--- config.mk ---
export PLATFORM = sky130hd
export DESIGN_NAME = config_stream_loader
export DESIGN_NICKNAME = d
export VERILOG_FILES = /design/src/rtl/config_stream_loader.sv
export SDC_FILE = /design/constraint.sdc
export NUM_CORES = 1
export LEC_CHECK = 0
export ABC_AREA = 1
export BUFFER_PORTS_ARGS = -buffer_cell sky130_fd_sc_hd__buf_4
export CORE_AREA = 2 2 95 97
export CTS_CLUSTER_SIZE = 28
export DETAILED_ROUTE_END_ITERATION = 7
export DIE_AREA = 0 0 97 99
export PLACE_DENSITY_LB_ADDON = 0.12
export SETUP_SLACK_MARGIN = 0.02
export SYNTH_ARGS = -nofsm -noshare
export SYNTH_HDL_FRONTEND = slang
export SYNTH_SLANG_ARGS = --single-unit
--- constraint.sdc ---
create_clock -name clk -period 1.6 [get_ports clk]
set_clock_uncertainty 0.2 [all_clocks]
set_input_delay 0.08 -clock clk [delete_from_list [all_inputs] [get_ports clk]]
set_output_delay 0.08 -clock clk [all_outputs]
set_load 0.03 [all_outputs]
--- src/rtl/config_stream_loader.sv ---
// rtl/config_stream_loader.sv - framed bit-serial loader driving one-hot tile config_en/config_data strobes.
// Optional CRC-8 record check enabled by defining CFG_LOADER_CRC_EN.
module config_stream_loader #(
  parameter int         ADDR_W    = 4,
  parameter int         NUM_TILES = 16,
  parameter int         DATA_W    = 32,
  parameter logic [7:0] SYNC_WORD = 8'hA5
) (
  input  logic                 clk,
  input  logic                 rst,
  input  logic                 start,
  input  logic                 bit_in,
  input  logic                 bit_valid,
  output logic                 bit_ready,
  output logic [NUM_TILES-1:0] config_en,
  output logic [DATA_W-1:0]    config_data,
  output logic                 busy,
  output logic                 done,
  output logic                 err,
  output logic [7:0]           words_loaded
);

  localparam int SR_W  = (DATA_W > 8) ? DATA_W : 8;
  localparam int CNT_W = $clog2(SR_W);

  localparam logic [3:0] S_IDLE  = 4'd0;
  localparam logic [3:0] S_SYNC  = 4'd1;
  localparam logic [3:0] S_ADDR  = 4'd2;
  localparam logic [3:0] S_DATA  = 4'd3;
  localparam logic [3:0] S_LAST  = 4'd4;
  localparam logic [3:0] S_WRITE = 4'd5;
  localparam logic [3:0] S_DONE  = 4'd6;
  localparam logic [3:0] S_ERROR = 4'd7;
`ifdef CFG_LOADER_CRC_EN
  localparam logic [3:0] S_CRC   = 4'd8;
`endif

  logic [3:0]        state;
  logic [SR_W-1:0]   sr;
  logic [SR_W-1:0]   sr_n;
  logic [CNT_W-1:0]  cnt;
  logic [ADDR_W-1:0] addr_q;
  logic              last_q;
  logic              xfer;
  logic              field_end;
  logic              addr_ok;
  logic              enter_write;

  assign xfer      = bit_valid && bit_ready;
  assign field_end = (cnt == '0);
  assign sr_n      = {sr[SR_W-2:0], bit_in};
  assign addr_ok   = (int'(addr_q) < NUM_TILES);

  assign busy = !(state == S_IDLE || state == S_ERROR);
  assign done = (state == S_DONE);
  assign err  = (state == S_ERROR);

`ifdef CFG_LOADER_CRC_EN
  logic [7:0] crc_q;
  logic [7:0] crc_n;

  // Received CRC bits are fed through the same divider; a correct CRC leaves remainder zero.
  always_comb begin
    crc_n = {crc_q[6:0], 1'b0};
    if (crc_q[7] ^ bit_in) crc_n = crc_n ^ 8'h07;
  end

  always_ff @(posedge clk or negedge rst) begin
    if (!rst) crc_q <= '0;
    else if (state == S_SYNC || state == S_WRITE) crc_q <= '0;
    else if (xfer) crc_q <= crc_n;
  end

  assign bit_ready   = (state == S_SYNC) || (state == S_ADDR) || (state == S_DATA) ||
                       (state == S_LAST) || (state == S_CRC);
  assign enter_write = xfer && (state == S_CRC) && field_end && (crc_n == 8'h00);
`else
  assign bit_ready   = (state == S_SYNC) || (state == S_ADDR) || (state == S_DATA) ||
                       (state == S_LAST);
  assign enter_write = xfer && (state == S_LAST);
`endif

  // Strobe and data are registered on WRITE entry so they are visible during the WRITE cycle.
  always_ff @(posedge clk or negedge rst) begin
    if (!rst) begin
      config_en   <= '0;
      config_data <= '0;
    end else begin
      config_en <= '0;
      if (enter_write && addr_ok) begin
        config_en   <= NUM_TILES'(1) << addr_q;
        config_data <= sr[DATA_W-1:0];
      end
    end
  end

  always_ff @(posedge clk or negedge rst) begin
    if (!rst) begin
      state        <= S_IDLE;
      sr           <= '0;
      cnt          <= '0;
      addr_q       <= '0;
      last_q       <= 1'b0;
      words_loaded <= '0;
    end else begin
      if (xfer && (state inside {S_SYNC, S_ADDR, S_DATA})) sr <= sr_n;
      if (xfer && !field_end) cnt <= cnt - 1'b1;
      case (state)
        S_IDLE, S_ERROR: begin
          if (start) begin
            state        <= S_SYNC;
            cnt          <= CNT_W'(7);
            words_loaded <= '0;
          end
        end
        S_SYNC: begin
          if (xfer && field_end) begin
            if (sr_n[7:0] == SYNC_WORD) begin
              state <= S_ADDR;
              cnt   <= CNT_W'(ADDR_W - 1);
            end else begin
              state <= S_ERROR;
            end
          end
        end
        S_ADDR: begin
          if (xfer && field_end) begin
            addr_q <= sr_n[ADDR_W-1:0];
            state  <= S_DATA;
            cnt    <= CNT_W'(DATA_W - 1);
          end
        end
        S_DATA: begin
          if (xfer && field_end) state <= S_LAST;
        end
        S_LAST: begin
          if (xfer) begin
            last_q <= bit_in;
`ifdef CFG_LOADER_CRC_EN
            state  <= S_CRC;
            cnt    <= CNT_W'(7);
`else
            state  <= S_WRITE;
`endif
          end
        end
`ifdef CFG_LOADER_CRC_EN
        S_CRC: begin
          if (xfer && field_end) state <= (crc_n == 8'h00) ? S_WRITE : S_ERROR;
        end
`endif
        S_WRITE: begin
          if (addr_ok) begin
            if (words_loaded != 8'hFF) words_loaded <= words_loaded + 8'd1;
            state <= last_q ? S_DONE : S_ADDR;
            cnt   <= CNT_W'(ADDR_W - 1);
          end else begin
            state <= S_ERROR;
          end
        end
        S_DONE:  state <= S_IDLE;
        default: state <= S_IDLE;
      endcase
    end
  end

endmodule

==> metrics.txt <==
status=finished with violations; failing checks=negative setup slack; relative slew slack=0.755; vias per cell=5.03; crit-path cells=buf_6 > nor2_4 > nand2_4 > buf_12 > nor2_8 > inv_8 > or2_4 > nor2_2; R2R depth=8; WP data required=1700 ps; layout cells sized above 1=0.377; Pwr Density=1750 nW/µm²; Ports=65; largest net degree at the start of global routing=65; crit path capture type=flop; Least-Margin Pin Slew=365 ps; initial antenna violation count=0; Root Buffer=clkbuf_8; Die Height=99 µm; clock tree buffer depth=2; Power Total=10.5 mW; GRT overflow=0; kind of critical path=reg2reg; final setup fails=97; Layout Nets=approximately 590; worst setup margin=-163 ps; Initial Util=0.495; crit-path max cell delay=between 400 and 500 ps; Util after Layout=0.702; sw power=roughly 4.4 mW; Final period util=1.10; hpwl dp=5900 µm; post-synthesis cell area=4230 µm²; maximum vdd ir drop=0.950 mV; # H-tree levels=3; hold crit path type=reg2reg; ANT cells=0; Final Hold Fails=0; Hold Path Stages=2; number of global-route vias before repair=3,469; Row Count=34; post-synthesis cell count=~470; Comb pwr share=0.507; core area=8550 µm²; # Max-Cap Violations=0; Post-synth ARST share=1.00; CP arrival=1860 ps; Cell Area, Placed=about 5000 µm²; Worst-path clk slew=100 ps; Internal Pwr Total=just over 6 mW; prevailing post-synth register cell=dfrtp_1; number of synthesized flops with an enable pin=0; crit-path max FO=8; most common cell after layout, fill and taps aside=nand2_1; Ys Warns=0; TritonCTS Sinks=101; IO buf count=64; startpoint type of the worst setup path=flop; RSZ-0062 raised after global routing=yes; CTS tree=built; most frequent cells in the layout=98 x nand2_1, 94 x dfrtp_1, 94 x buf_4, 47 x inv_1, 40 x o21ai_1; number of fill cells in the layout=641; sw frac=0.421; Syn Area/Cell=9.08 µm²; DR DRC count=0; clk_lat worst skew=360 ps; Die ar.=a little under 10,000 µm²; Pre-antenna DRT Iters=4; fin. max-slew vios=0; clock network power share=0.156; Yosys reg bits=around 100; global-route usage over all layers=0.212; Period minus WS final=1760 ps; Post-Syn Nets=473; sequential area share after synthesis=0.597; DRT Wirelength=10,100 µm; Setup TNS=-6950 ps; cell area after layout=6000 µm²; first-pass GRT wire length=16,400 µm; Num CTS Buffers=9; routed via count=roughly 3,500; initial DRC count=192; max frequency=approximately 570 MHz; Final GP Congestion=0.873; Die W=97 µm; Synth cell types=29; sequential share of power=0.337; antenna-violating nets left=0; routed len/inst=~14 µm; CP max stage cell=dfrtp_1; Pleak=2.88 nW; area delta synth->final=41.9%; worst hold slack=295 ps
-- cells in the mapped netlist, drive strengths merged (2+ instances only) --
master,n,area share
a21oi,2,0.0024
buf,10,0.015
clkbuf,7,0.0062
dfrtp,101,0.60
ha,2,0.0059
inv,56,0.050
nand2,125,0.12
nand3,30,0.039
nand3b,2,0.0035
nand4,6,0.0089
nor2,35,0.041
o21ai,78,0.093
xor2,7,0.014
-- layout make-up --
type | instances | area, µm² | area share
Tap cell | 108 | 135 | 0.0225
Sequential cell | 101 | 2540 | 0.422
Clock inverter | 5 | 48.8 | 0.00813
Multi-Input combinational cell | 292 | 1710 | 0.285
Timing Repair Buffer | 126 | 1200 | 0.199
Inverter | 56 | 223 | 0.0371
Clock buffer | 11 | 151 | 0.0252
-- worst max-delay path: cells and delay by family, from the launching register on --
kind	cells	cell delay, ps
simple gates	5	750
buf+inv	3	350
flops	1	410
-- power by group through the flow --
stage,sequential [mW],clock (mW),combinational [mW]
floorplan,4.15,0,1.93
global placement,3.52,0,4.02
detailed placement,3.55,0,4.08
CTS,3.54,1.65,4.88
global route,3.64,1.75,5.76
finish,3.55,1.64,5.34
-- worst paths after layout --
path,startpoint,to,slack (ps)
setup / recovery,state[0],config_en[4],-160
hold / removal,sr[7],sr[7],290
setup reg to reg,state[0],config_en[4],-160
hold reg to reg,sr[7],sr[7],290
max in group asynchronous,rst,config_data[24],170
min in group asynchronous,rst,sr[10],450
-- metal layers --
| metal | wire, µm | part of all wire | global-route usage | up-vias |
|---|---|---|---|---|
| met4 | 209 | 0.021 | 0.0823 | 0 |
| met5 | 0 | 0 | 0 | - |
| met1 | 4500 | 0.45 | 0.284 | 1696 |
| li1 | - | - | - | 1728 |
| met2 | 4960 | 0.49 | 0.350 | 74 |
| met3 | 397 | 0.039 | 0.0355 | 16 |
-- cell families (layout without fill, tap and decap cells) --
family | Yosys count | after routing | synth area share
simple gates | 200 | 200 | 0.211
flops | 101 | 101 | 0.597
compound gates | 83 | 83 | 0.101
buf+inv | 73 | 198 | 0.0713
xor+xnor | 7 | 7 | 0.0145
fa+ha+maj | 2 | 2 | 0.00591
-- sequential cells by signal (all words and copies together) (netlist names) --
signal and cells:
last_q 1, config_en 16, cnt 5, addr_q 4, config_data 32, words_loaded 8
sr 32, state 3
-- per-stage QoR --
| stage | worst slack [ps] | cells |
|---|---|---|
| 3_3_place_gp | -55.1 | 656 |
| 4_1_cts | -142 | 693 |
| 3_5_place_dp | -144 | 656 |
| 5_1_grt | -232 | 699 |
| 6_report | -163 | 699 |
| 2_1_floorplan | -4.04 | 466 |
-- what timing repair did --
action,4_1_cts,5_1_grt
hold endpoints to repair,108,17
cloned,6,3
setup endpoints to repair,40,121
hold buffers,5,1
pin swaps,12,11
gates resized for setup,102,35
setup buffers,10,3
Note: power is estimated with default switching activity, not from simulation.
